--- config.mk ---
export PLATFORM = sky130hd
export DESIGN_NAME = std_counter_array
export DESIGN_NICKNAME = d
export VERILOG_FILES = /design/src/rtl/std_counter_array.sv
export SDC_FILE = /design/constraint.sdc
export NUM_CORES = 1
export LEC_CHECK = 0
export BUFFER_PORTS_ARGS = -buffer_cell sky130_fd_sc_hd__buf_4
export CAP_MARGIN = 20
export CORE_MARGIN = 4
export CORE_UTILIZATION = 45
export CTS_CLUSTER_SIZE = 12
export DETAILED_ROUTE_END_ITERATION = 8
export PLACE_DENSITY = 0.67
export RECOVER_POWER = 25
export SLEW_MARGIN = 20
export SYNTH_ARGS = -nofsm -noshare
export SYNTH_HDL_FRONTEND = slang
export SYNTH_SLANG_ARGS = --single-unit
--- constraint.sdc ---
create_clock -name clk -period 5.25 [get_ports clk]
set_input_delay 0.7875 -clock clk [delete_from_list [all_inputs] [get_ports clk]]
set_output_delay 0.7875 -clock clk [all_outputs]
set_load 0.05 [all_outputs]
--- src/rtl/std_counter_array.sv ---
// Bank of independent up/down counters with per-channel step, terminal value,
// load/clear, wrap or saturate behaviour, sticky overflow and optional cascading.
module std_counter_array #(
    parameter int               WIDTH    = 8,
    parameter int               CHANNELS = 4,
    parameter int               SATURATE = 0,
    parameter int               CASCADE  = 0,
    parameter logic [WIDTH-1:0] RESET    = '0
) (
    input  logic                      clk,
    input  logic                      rst,
    input  logic [CHANNELS-1:0]       enable,
    input  logic [CHANNELS-1:0]       direction,
    input  logic [CHANNELS*WIDTH-1:0] step,
    input  logic [CHANNELS*WIDTH-1:0] max,
    input  logic [CHANNELS-1:0]       clear,
    input  logic [CHANNELS-1:0]       load_enable,
    input  logic [CHANNELS*WIDTH-1:0] load_value,
    output logic [CHANNELS*WIDTH-1:0] value,
    output logic [CHANNELS*WIDTH-1:0] next_value,
    output logic [CHANNELS-1:0]       complete,
    output logic [CHANNELS-1:0]       overflow
);

    localparam int             VW  = CHANNELS * WIDTH;
    localparam logic [WIDTH:0] ONE = (WIDTH + 1)'(1);

    logic [VW-1:0]       value_r;
    logic [VW-1:0]       next_c;
    logic [CHANNELS-1:0] overflow_r;
    logic [CHANNELS-1:0] overflow_c;
    logic [CHANNELS-1:0] complete_c;

    // One extra bit keeps value + step and value + max + 1 exact before comparing.
    logic [WIDTH:0]   v_x;
    logic [WIDTH:0]   s_x;
    logic [WIDTH:0]   m_x;
    logic [WIDTH:0]   sum_x;
    logic [WIDTH:0]   wrap_x;
    logic [WIDTH-1:0] cnt;
    logic             term;
    logic             en_eff;
    logic             carry;

    always_comb begin
        next_c     = value_r;
        overflow_c = overflow_r;
        complete_c = '0;
        v_x        = '0;
        s_x        = '0;
        m_x        = '0;
        sum_x      = '0;
        wrap_x     = '0;
        cnt        = '0;
        term       = 1'b0;
        en_eff     = 1'b0;
        carry      = 1'b0;
        for (int i = 0; i < CHANNELS; i++) begin
            v_x    = {1'b0, value_r[i*WIDTH +: WIDTH]};
            s_x    = {1'b0, step[i*WIDTH +: WIDTH]};
            m_x    = {1'b0, max[i*WIDTH +: WIDTH]};
            // carry still holds the previous channel's complete here
            en_eff = enable[i] && ((CASCADE == 0) || (i == 0) || carry);
            if (direction[i]) begin
                sum_x  = v_x + s_x;
                term   = (sum_x > m_x) || (v_x > m_x);
                wrap_x = sum_x - m_x - ONE;
                if (!term)
                    cnt = WIDTH'(sum_x);
                else if (SATURATE != 0)
                    cnt = WIDTH'(m_x);
                else if (v_x > m_x)
                    cnt = '0;
                else
                    cnt = WIDTH'(wrap_x);
            end else begin
                sum_x  = v_x - s_x;
                term   = v_x < s_x;
                wrap_x = v_x + m_x + ONE - s_x;
                if (!term)
                    cnt = WIDTH'(sum_x);
                else if (SATURATE != 0)
                    cnt = '0;
                else
                    cnt = WIDTH'(wrap_x);
            end
            complete_c[i] = en_eff && term && !load_enable[i] && !clear[i];
            carry         = complete_c[i];
            if (load_enable[i]) begin
                next_c[i*WIDTH +: WIDTH] = load_value[i*WIDTH +: WIDTH];
                overflow_c[i]            = 1'b0;
            end else if (clear[i]) begin
                next_c[i*WIDTH +: WIDTH] = '0;
                overflow_c[i]            = 1'b0;
            end else begin
                if (en_eff)
                    next_c[i*WIDTH +: WIDTH] = cnt;
                if (complete_c[i])
                    overflow_c[i] = 1'b1;
            end
        end
    end

    always_ff @(posedge clk) begin
        if (!rst) begin
            value_r    <= {CHANNELS{RESET}};
            overflow_r <= '0;
        end else begin
            value_r    <= next_c;
            overflow_r <= overflow_c;
        end
    end

    assign value      = value_r;
    assign next_value = next_c;
    assign complete   = complete_c;
    assign overflow   = overflow_r;

endmodule
Word level (Yosys, flattened, before mapping)
Index checks and enable logic that the tools add are counted.

storage, ports and cells
  bits of input ports = 114
  bits in registers = 36
  output and inout bits = 72

operators by class
  muxes and demuxes = 32
  reductions and logical operators = 28
  $lt $le $gt $ge = 12
  bitwise logic cells = 1
  add/subtract/negate cells = 28

operators with widths
  operator               count
  $mux W8                28
  $sub A8 B8 Y8          12
  $add A8 B8 Y9          4
  $gt A9 B8 Y1           4
  $add A8 B1 Y8 const B  4
  $add A8 B8 Y8          4
  $gt A8 B8 Y1           4
  $lt A8 B8 Y1           4
  $sub A8 B1 Y8 const B  4
  $logic_and A1 B1 Y1    12
  $reduce_or A3 Y1       4
  $logic_not A1 Y1       8
  $logic_or A1 B1 Y1     4
  $mux W1                4
  $not A1 Y1             1

Logic depth before layout (Yosys ltp)
Gate-level depths: netlist of the first run.

  depth in word-level cells = 9
  mapped depth = 17
  mapped depth without buffers = 15

Least setup slack after synthesis of the first run
OpenSTA, ideal clock, no wires.

  path type = input to output
  start point = in step[0]
  end point = out next_value[7]
  data required time = 4463 ps
  stages on the path = 14
  arrival = 4803 ps
  setup slack = -341 ps
  cells stage by stage = ha_1 -> fa_1 -> nor2b_1 -> o31ai_2 -> o31ai_4 -> xnor2_1 -> ha_1 -> a21o_1 -> a21oi_1 -> nand4_1 -> a22oi_4 -> mux2i_1 -> o211a_1 -> a211oi_1

between the ends
  longest elaborated chain between the ends = 9
  elaborated cells on any way between the ends = 15

ends and longest elaborated chain
  what             line  source
  start, declared  14    input logic [CHANNELS*WIDTH-1:0] step,
  $add A8 B8 Y9    65    sum_x = v_x + s_x;
  $sub A8 B8 Y8    67    wrap_x = sum_x - m_x - ONE;
  $sub A8 B1 Y8    67
  $mux W8          72    else if (v_x > m_x)
  $mux W8          68    if (!term)
  $mux W8 *        64    if (direction[i]) begin
  $mux W8 *        96    if (en_eff)
  $mux W8 *        92    end else if (clear[i]) begin
  $mux W8 *        89    if (load_enable[i]) begin
  end, declared    20    output logic [CHANNELS*WIDTH-1:0] next_value,

Mark *: on every way between the ends. The rest lies on a longest branch, timed or not.

Final worst setup path of the first run
  start point = in step[16]
  end point = out next_value[20]

The elaborated chain is that of the path after synthesis.

==> summary by stage, run 1 <==
Synthesis
In this run, synthesis inferred 0 flip-flops with an integrated enable. In this run, synthesis produced a sequential element count of 36. After synthesis, the cell types taking the most area are ha_1, fa_1, dfxtp_1. The number of nets produced by synthesis is 1642. The sequential area share after synthesis is 7.105%. After synthesis, the share of flip-flops with an asynchronous set or reset is 0%. The area share of the leading cell type in the synthesized netlist is 20.72%. Synthesis produced a netlist whose cell count is 1320. The cell type with the highest aggregate area in the netlist is ha_1. The Yosys step of the flow raised 0 warnings. A synthesized cell averages 7.684 um2. The cell area after synthesis is 10140 um2. The unique cell type count in the Yosys netlist is 91. In the synthesized netlist the dominant register cell turns out to be dfxtp_1.

Power and ir drop
The completed layout was analyzed and its total power is 3.012 mW. In this run the static leakage power is 6.144 nW. For this design the ratio of total power to cell area is 244.4 nW/um2.

Across the VDD grid, the largest voltage drop is 0.1456 mV.

STA
The final hold violation count came to 0. The relative max-transition margin is 43.98%. Setup repair after global routing could not meet its margin everywhere.

The shortest period the worst path allows is 5.121 ns. At the pin with the least slew margin, the transition time is 0.8439 ns. The number of setup violations in the final report is 0.

The final-layout setup total negative slack is 0 ns. The final clock period utilization by the worst path is 97.53%. Static timing analysis puts the maximum clock frequency at 195.3 MHz. The clock tree skew after final layout is 0.01444 ns. The tightest hold margin is 0.4903 ns.

The number of slew-limit violations in the final report came to 0.

Floorplan
The initial core utilization is 46.05%. The die covers 25010 um2. In this run the count of I/O pins placed on the die edge is 186. After floorplanning, the core was sized to cover 22030 um2.

The count of standard-cell rows is 54. Measured along the y axis, the die boundary spans 158.1 um. The width of the die is 158.1 um.

Finish
The library cell used most frequently in the layout, excluding fill and tap cells, is buf_4. The top cell types in the final layout, fill and taps aside, are buf_4, inv_1, ha_1. The share of post-route cells with drive strength above 1 is 20.08%. The synthesis-to-layout area growth is 21.50%. The final layout contains 1835 nets. The repair_antennas step left the layout with diodes totalling 0. The core occupancy in the finished layout is 55.95%.

The count of non-filler cells in the finished layout is 1794.

Routing
After detailed routing, the number of vias per cell comes to 5.833. The number of DRC markers after the initial detailed-route iteration is 582. The count of unresolved DRC violations after routing is 0. The detailed-router iteration count before antenna repair is 5.

In the final routed layout, each cell accounts on average for 18.37 um. The final layout contains routed wiring with a total length of 32960 um. Detailed routing inserted a total of 10470 vias. The detail route stage leaves a number of antenna-violating nets equal to 0.

CTS
The post-CTS clock slew at the launch and capture registers of the worst setup and hold paths is 0.06 ns. The maximum clock path buffer count is 2. Buffers inserted during clock tree synthesis total 5.

The latest clock arrival within the worst-skew pair is 0.29 ns. The CTS sink count is 36. The number of hold buffers added after CTS was 0.

The CTS tree is yes. In this run the number of H-tree levels came out at 2. In this run the clock root is driven by a clkbuf_16.

Setup path
For the worst setup path, the data arrival time is 4.33 ns. Walking the worst path, the cells encountered are buf_4 -> ha_1 -> fa_2 -> nor2b_1 -> o311ai_2 -> nand2_1 -> xnor2_2 -> ha_1 -> a21o_1 -> a21oi_2 -> o2111ai_2 -> a21oi_2 -> buf_4 -> mux2_2 -> a21oi_1 -> a21oi_1 -> buf_4. Among the stages of the critical path, the cell type that occurs most often is buf_4. The startpoint class of the critical path is an input port.

The cell class contributing the biggest share of worst-path delay is compound AO/OA/AOI/OAI gates. By startpoint and endpoint, the worst setup path is classified as input port to primary output. The critical path endpoint category is a primary output. The largest fanout on the critical path is 10. The worst endpoint required time is 4.46 ns. The longest individual stage delay on the worst path is 0.37 ns. The number of buffers and inverters on the critical path is 3. The master of the slowest instance on the critical path is fa_2.

GRT
After global routing the overflow that remains totals 0. Global routing consumed, on the met1 layer, 35.22% of the routing resources. The number of antenna violations at the first check in global routing was 0. Global routing used 42.85% of the available met2 tracks. The met3 track utilization from global routing is 2.624%. Entering global routing, the biggest net connects 23 pins. The via count of the first global-routing pass is 9932.

The global-route wire length before repair is 51590 um. The combined global-route utilization of all metal layers is 25.41%. The global routing stage identified its most utilized layer as met2.

Run status
The flow ran to the end, and the final reports show no timing, DRC or antenna violations.

Flow run
The max-cap violation count is 0.

Placement
The number of placed cells counting well taps is 1781. During placement, the flow inserted port buffers numbering 185. The global placer's final weighted congestion is 0.9389. The HPWL reported at the end of detailed placement is 27300 um.

Min path
The min-delay analysis places its worst path in the category register to register.
report_power, final:
part           total [mW]  leakage, nW  internal [mW]  switching (mW)
clock               0.326       0.0712          0.190           0.136
combinational        2.36         5.78           1.00            1.35
sequential          0.330        0.296          0.295          0.0357
total                3.01         6.14           1.49            1.53
per-stage QoR:
stage          cell area (um2)  setup slack, ns
3_3_place_gp             11990          0.06351
6_report                 12320           0.1294
2_1_floorplan            10180          0.04446
4_1_cts                  12150          0.01052
5_1_grt                  12320         -0.06461
3_5_place_dp             11990         0.006540
layout make-up:
cell class	count	area [um2]
fill	2137	9702
multi-input combinational	1054	8697
timing repair buffer	230	1712
sequential	36	720.7
inverter	186	698.2
tap	280	350.3
clock buffer	8	146.4
cell usage after synthesis, drive strengths merged (10+ instances only):
library cell  count
a21oi           102
a31oi            10
o21ai            60
fa               40
clkbuf           23
a21o             29
o31ai            20
o21a             17
mux2i            17
inv             186
xor2             31
a221oi           11
nand4            10
dfxtp            36
and3             17
nand2            73
nor2             75
nand2b           18
nor4             17
and2             13
xnor2            59
nor2b            16
o211ai           19
a211oi           24
nor3             21
buf              21
nand3            32
o21bai           11
ha              168
mux2             10
cell families after synthesis:
| logic type | Yosys count | synth area share [%] |
|---|---|---|
| fa+ha+maj | 208 | 28.62 |
| buf+inv | 230 | 9.066 |
| mux | 27 | 2.788 |
| compound gates | 392 | 27.19 |
| simple gates | 337 | 17.47 |
| xor+xnor | 90 | 7.771 |
| flops | 36 | 7.105 |
flip-flops by register name (all words and copies together), names as in the netlist:
| signal | flops |
|---|---|
| value | 32 |
| overflow | 4 |
path summary, 6_finish.rpt:
path	slack (ns)	cells past startpoint	endpoint	from
hold reg to reg	0.49	1	overflow[1]$_SDFFE_PP0P_	overflow[1]$_SDFFE_PP0P_
setup reg to reg	1.29	17	value[23]$_SDFF_PN0_	value[17]$_SDFF_PN0_
hold / removal	0.49	1	overflow[1]$_SDFFE_PP0P_	overflow[1]$_SDFFE_PP0P_
setup / recovery	0.13	17	next_value[20]	step[16]
routing by layer:
layer  vias up  part of all wire [%]
li1       5123                     -
met1      4946                    45
met2       349                    47
met3        47                   6.1
met4         0                   1.8
met5         -                     0
repair_timing:
action	4_1_cts	5_1_grt
setup endpoints to repair	2	30
pin swaps	0	27
endpoints found under the hold margin	0	0
buffers inserted	0	5
gates resized for setup	2	37
Power figures use the tool's default switching activity.
==> run 2: changes to the inputs <==
--- a/config.mk
+++ b/config.mk
@@ -5,8 +5,10 @@
 export SDC_FILE = /design/constraint.sdc
 export NUM_CORES = 1
 export LEC_CHECK = 0
+export ABC_AREA = 1
 export BUFFER_PORTS_ARGS = -buffer_cell sky130_fd_sc_hd__buf_4
 export CAP_MARGIN = 20
+export CORE_ASPECT_RATIO = 1.1
 export CORE_MARGIN = 4
 export CORE_UTILIZATION = 45
 export CTS_CLUSTER_SIZE = 12
@@ -17,3 +19,4 @@
 export SYNTH_ARGS = -nofsm -noshare
 export SYNTH_HDL_FRONTEND = slang
 export SYNTH_SLANG_ARGS = --single-unit
+export TNS_END_PERCENT = 30
==> run 2 against run 1 <==
Effect of this change: fmax grew 7.2%; clock power increased by 20%; clock-buffer cell count shrank 1; critical path depth up 7; sequential power down 2%; register-to-register slack improved by 0.40 ns; core utilization fell by 2.2 points; synthesized cell count rose by 24%; largest cell class unchanged.
==> summary by stage, run 2 <==
Run status
Result of the run: complete, no violations (unchanged).

Setup path
The startpoint class of the critical path was an input port (unchanged). The worst endpoint required time is 4.46 ns (about the same). Cell breakdown of the critical path: buf_4 -> inv_1 -> ha_1 -> nor2_1 -> nand4_1 -> nand3_1 -> xor2_1 -> inv_1 -> ha_1 -> nand2_1 -> inv_1 -> nand2_1 -> nor2_1 -> a21oi_1 -> nand2_1 -> nand2_1 -> nand3_4 -> nand3_1 -> nand3_1 -> nand2_1 -> nand2_1 -> nand2_1 -> nand2_1 -> buf_4 (was buf_4 -> ha_1 -> fa_2 -> nor2b_1 -> o311ai_2 -> nand2_1 -> xnor2_2 -> ha_1 -> a21o_1 -> a21oi_2 -> o2111ai_2 -> a21oi_2 -> buf_4 -> mux2_2 -> a21oi_1 -> a21oi_1 -> buf_4). The longest individual stage delay on the worst path is 0.39 ns (was 0.37 ns). The cell repeated most along the worst path is nand2_1 (was buf_4).

The classification of the worst setup path is input port to primary output (unchanged). The arrival time of data at the critical path endpoint is 3.99 ns (was 4.33 ns). The critical path endpoint category is a primary output (unchanged). The largest fanout on the critical path is 9 (was 10). The master of the slowest instance on the critical path is ha_1 (was fa_2).

STA
The worst setup margin is 0.4739 ns (was 0.1294 ns). The final hold violation count was 0 (unchanged). The number of slew-limit violations in the final report came to 0 (unchanged). The shortest period the worst path allows came to 4.776 ns (was 5.121 ns). The pin slew with the least headroom to its limit is 0.9523 ns (was 0.8439 ns).

The relative max-transition margin came to 36.45% (was 43.98%). The final-layout setup total negative slack came to 0 ns (unchanged). Setup repair after global routing missed its margin: false (was true). The final clock period utilization by the worst path is 90.97% (was 97.53%).

The number of setup violations in the final report was 0 (unchanged). The clock tree skew after final layout is 0.01628 ns (was 0.01444 ns). The maximum operating frequency is 209.4 MHz (was 195.3 MHz).

GRT
The busiest metal layer after global routing is met2 (unchanged). The met3 track utilization from global routing was 4.516% (was 2.624%). The number of antenna violations at the first check in global routing came to 0 (unchanged). The combined global-route utilization of all metal layers was 24.87% (was 25.41%). The met2 layer usage reported by global route was 42.21% (was 42.85%). The global-route met1 utilization is 31.72% (was 35.22%). The via count of the first global-routing pass was 10930 (was 9932). The global-route wire length before repair is 53090 um (was 51590 um). The maximum number of pins on one net before global-route repair is 23 (unchanged). The global-route congestion overflow total is 0 (unchanged).

CTS
The number of hold buffers added after CTS was 0 (unchanged). The CTS sink count is 36 (unchanged). The latest clock arrival within the worst-skew pair is 0.30 ns (was 0.29 ns). The post-CTS repair timing setup buffer count is 0 (unchanged). The CTS tree is yes (unchanged). The number of H-tree levels was 2 (unchanged). The maximum clock path buffer count is 2 (unchanged). The post-CTS clock slew at the launch and capture registers of the worst setup and hold paths is 0.07 ns (was 0.06 ns).

The number of buffers inserted during clock tree synthesis was 5 (unchanged). The total of cells resized after clock tree synthesis is 0 (was 2). The root buffer cell is clkbuf_16 (unchanged).

Finish
The number of inserted filler cells in the final layout came to 2368 (was 2137). The area of combinational cells with multiple inputs is 8232 um2 (was 8697 um2). The leading cell type in the layout, fill and taps excluded is nand2_1 (was buf_4).

The synthesis-to-layout area growth came to 16.42% (was 21.50%). The final instance area is 11960 um2 (was 12320 um2). The flip-flop count of the largest register after layout is 32 (unchanged). The register area is 720.7 um2 (unchanged).

Leading cell types in the layout, fill and taps excluded: nand2_1, inv_1, nand3_1 (was buf_4, inv_1, ha_1). The count of antenna diodes in the layout is 0 (unchanged). The share of post-route cells with drive strength above 1 is 12.06% (was 20.08%).

The number of nets in the final layout is 2121 (was 1835).

Routing
The final wirelength is 32150 um (was 32960 um). The average vias per placed instance is 5.270 (was 5.833). The detailed-router iteration count before antenna repair is 5 (unchanged). The total number of vias came to 11040 (was 10470). The count of antenna-violating nets left after detailed routing came to 0 (unchanged). The number of DRC markers after the initial detailed-route iteration was 576 (was 582).

The average detailed-routed wire length per instance is 15.35 um (was 18.37 um). The count of unresolved DRC violations after routing is 0 (unchanged).

Flow run
The max-cap violation count is 0 (unchanged).

Power and ir drop
The share of total power in sequential cells is 12.2% (was 11.0%). The net switching power of the design is 1.416 mW (was 1.526 mW). The total power per unit cell area is 222.0 nW/um2 (was 244.4 nW/um2). The relative contribution of combinational cells to total power is 73.1% (was 78.2%).

The part of the power in the clock network is 14.7% (was 10.8%). The static leakage power was 6.832 nW (was 6.144 nW). The cell-internal power is 1.239 mW (was 1.487 mW).

The maximum VDD drop is 0.1382 mV (was 0.1456 mV). The switching fraction of total power is 53.34% (was 50.64%).

Synthesis
The cell with the most instances after synthesis is nand2_1 (was inv_1). The cell area after synthesis came to 10270 um2 (was 10140 um2). The cell type with the highest aggregate area in the netlist is ha_1 (unchanged).

Top area cells in the synthesized netlist: ha_1, nand2_1, inv_1 (was ha_1, fa_1, dfxtp_1). The area share of the leading cell type in the synthesized netlist is 20.47% (was 20.72%). The post-synthesis sequential element count was 36 (unchanged).

The number of nets produced by synthesis is 1959 (was 1642). The number of warning messages in the yosys log is 0 (unchanged). The share of synthesized registers carrying an async set or reset was 0% (unchanged). The primary flip-flop cell chosen by synthesis mapping was dfxtp_1 (unchanged). The unique cell type count in the Yosys netlist is 46 (was 91). The number of instances in the synthesized netlist is 1637 (was 1320). The post-synthesis area per instance is 6.274 um2 (was 7.684 um2). List of most frequent post-synthesis cells: nand2_1, inv_1, nand3_1, ha_1, a21oi_1 (was inv_1, ha_1, a21oi_1, nor2_1, nand2_1).

The number of flops mapped to enable cells by yosys came to 0 (unchanged). The sequential area share after synthesis is 7.017% (was 7.105%).

Placement
The number of I/O port buffers is 185 (unchanged). The HPWL reported at the end of detailed placement is 27300 um (about the same). The global placer's final weighted congestion is 0.9368 (was 0.9389).

The worst slack after detailed placement is 0.5179 ns (was 0.006540 ns). The total cell area at the placement stage is 11880 um2 (was 11990 um2).

Floorplan
The initial core utilization is 46.16% (was 46.05%). The total core area is 22250 um2 (was 22030 um2). The count of standard-cell rows was 57 (was 54). The width of the die came to 152.0 um (was 158.1 um). The die outline area is 25310 um2 (was 25010 um2).

The height of the die is 166.5 um (was 158.1 um). The total I/O pin count came to 186 (unchanged).

Min path
The class of the worst hold path is register to register (unchanged).
-- run 2: cell count changes after synthesis, sizes merged, moves of 17 or more --
cell | before | now
xnor2 | 59 | 21
nand3 | 32 | 174
a21o | 29 | 10
a21oi | 102 | 126
nand2 | 73 | 418
mux2i | 17 | 0
nand2b | 18 | 1
a211oi | 24 | 0
nand4 | 10 | 49
and3 | 17 | 0
inv | 186 | 301
o31ai | 20 | 0
-- run 2: cell families (layout without fill, tap and decap cells) --
kind of cell | count (synthesis) | after routing | share of synthesized area (%)
simple gates | 750 | 750 | 32.16
buf+inv | 338 | 501 | 12.84
compound gates | 237 | 237 | 13.92
fa+ha+maj | 208 | 208 | 28.26
xor+xnor | 68 | 68 | 5.799
flops | 36 | 36 | 7.017
-- run 2: path summary, 6_finish.rpt --
| check | from | endpoint | slack, ns | cells past startpoint |
|---|---|---|---|---|
| setup / recovery | step[28] | next_value[24] | 0.47 | 24 |
| hold / removal | overflow[1]$_SDFFE_PP0P_ | overflow[1]$_SDFFE_PP0P_ | 0.47 | 1 |
| setup reg to reg | value[25]$_SDFF_PN0_ | overflow[3]$_SDFFE_PP0P_ | 1.69 | 24 |
| hold reg to reg | overflow[1]$_SDFFE_PP0P_ | overflow[1]$_SDFFE_PP0P_ | 0.47 | 1 |
-- run 2: layer usage --
| layer | vias to the layer above | share of wire (%) | wire, um |
|---|---|---|---|
| met1 | 5012 | 44 | 14190 |
| met2 | 321 | 47 | 15090 |
| met5 | - | 0 | 0 |
| met3 | 72 | 5.7 | 1840 |
| li1 | 5636 | - | - |
| met4 | 0 | 3.2 | 1029 |
-- run 2: stage by stage --
stage               hold WS (ns)  utilization, %  total power, mW  std cells
finish                    0.4731           53.74            2.655       2095
CTS                       0.4789           54.19            2.673       2095
global placement          0.4544           53.37            2.251       2087
global route              0.5121           53.74            2.922       2095
floorplan                 0.7276               -            1.762       1637
detailed placement        0.4593           53.37            2.265       2087
-- run 2: power by group through the flow --
stage	Combinational [mW]	Clock, mW	Sequential [mW]
floorplan	1.38	0	0.377
global placement	1.92	0	0.330
detailed placement	1.94	0	0.330
CTS	1.95	0.402	0.324
global route	2.19	0.410	0.327
finish	1.94	0.390	0.323
-- run 2: area by class of cell --
cell class	instances	share of cell area, %
timing repair buffer	187	10.89
inverter	306	9.626
clock inverter	1	0.2511
sequential	36	6.027
multi-input combinational	1263	68.84
clock buffer	7	1.277
tap	295	3.087
-- run 2: critical path, delay by kind of cell --
kind | cells | cell delay (ns)
adders and majority gates | 2 | 0.70
buffers and inverters | 5 | 0.44
AOI/OAI and AO/OA | 1 | 0.14
and+or+nand+nor | 15 | 1.71
xor gates and xnor gates | 1 | 0.19
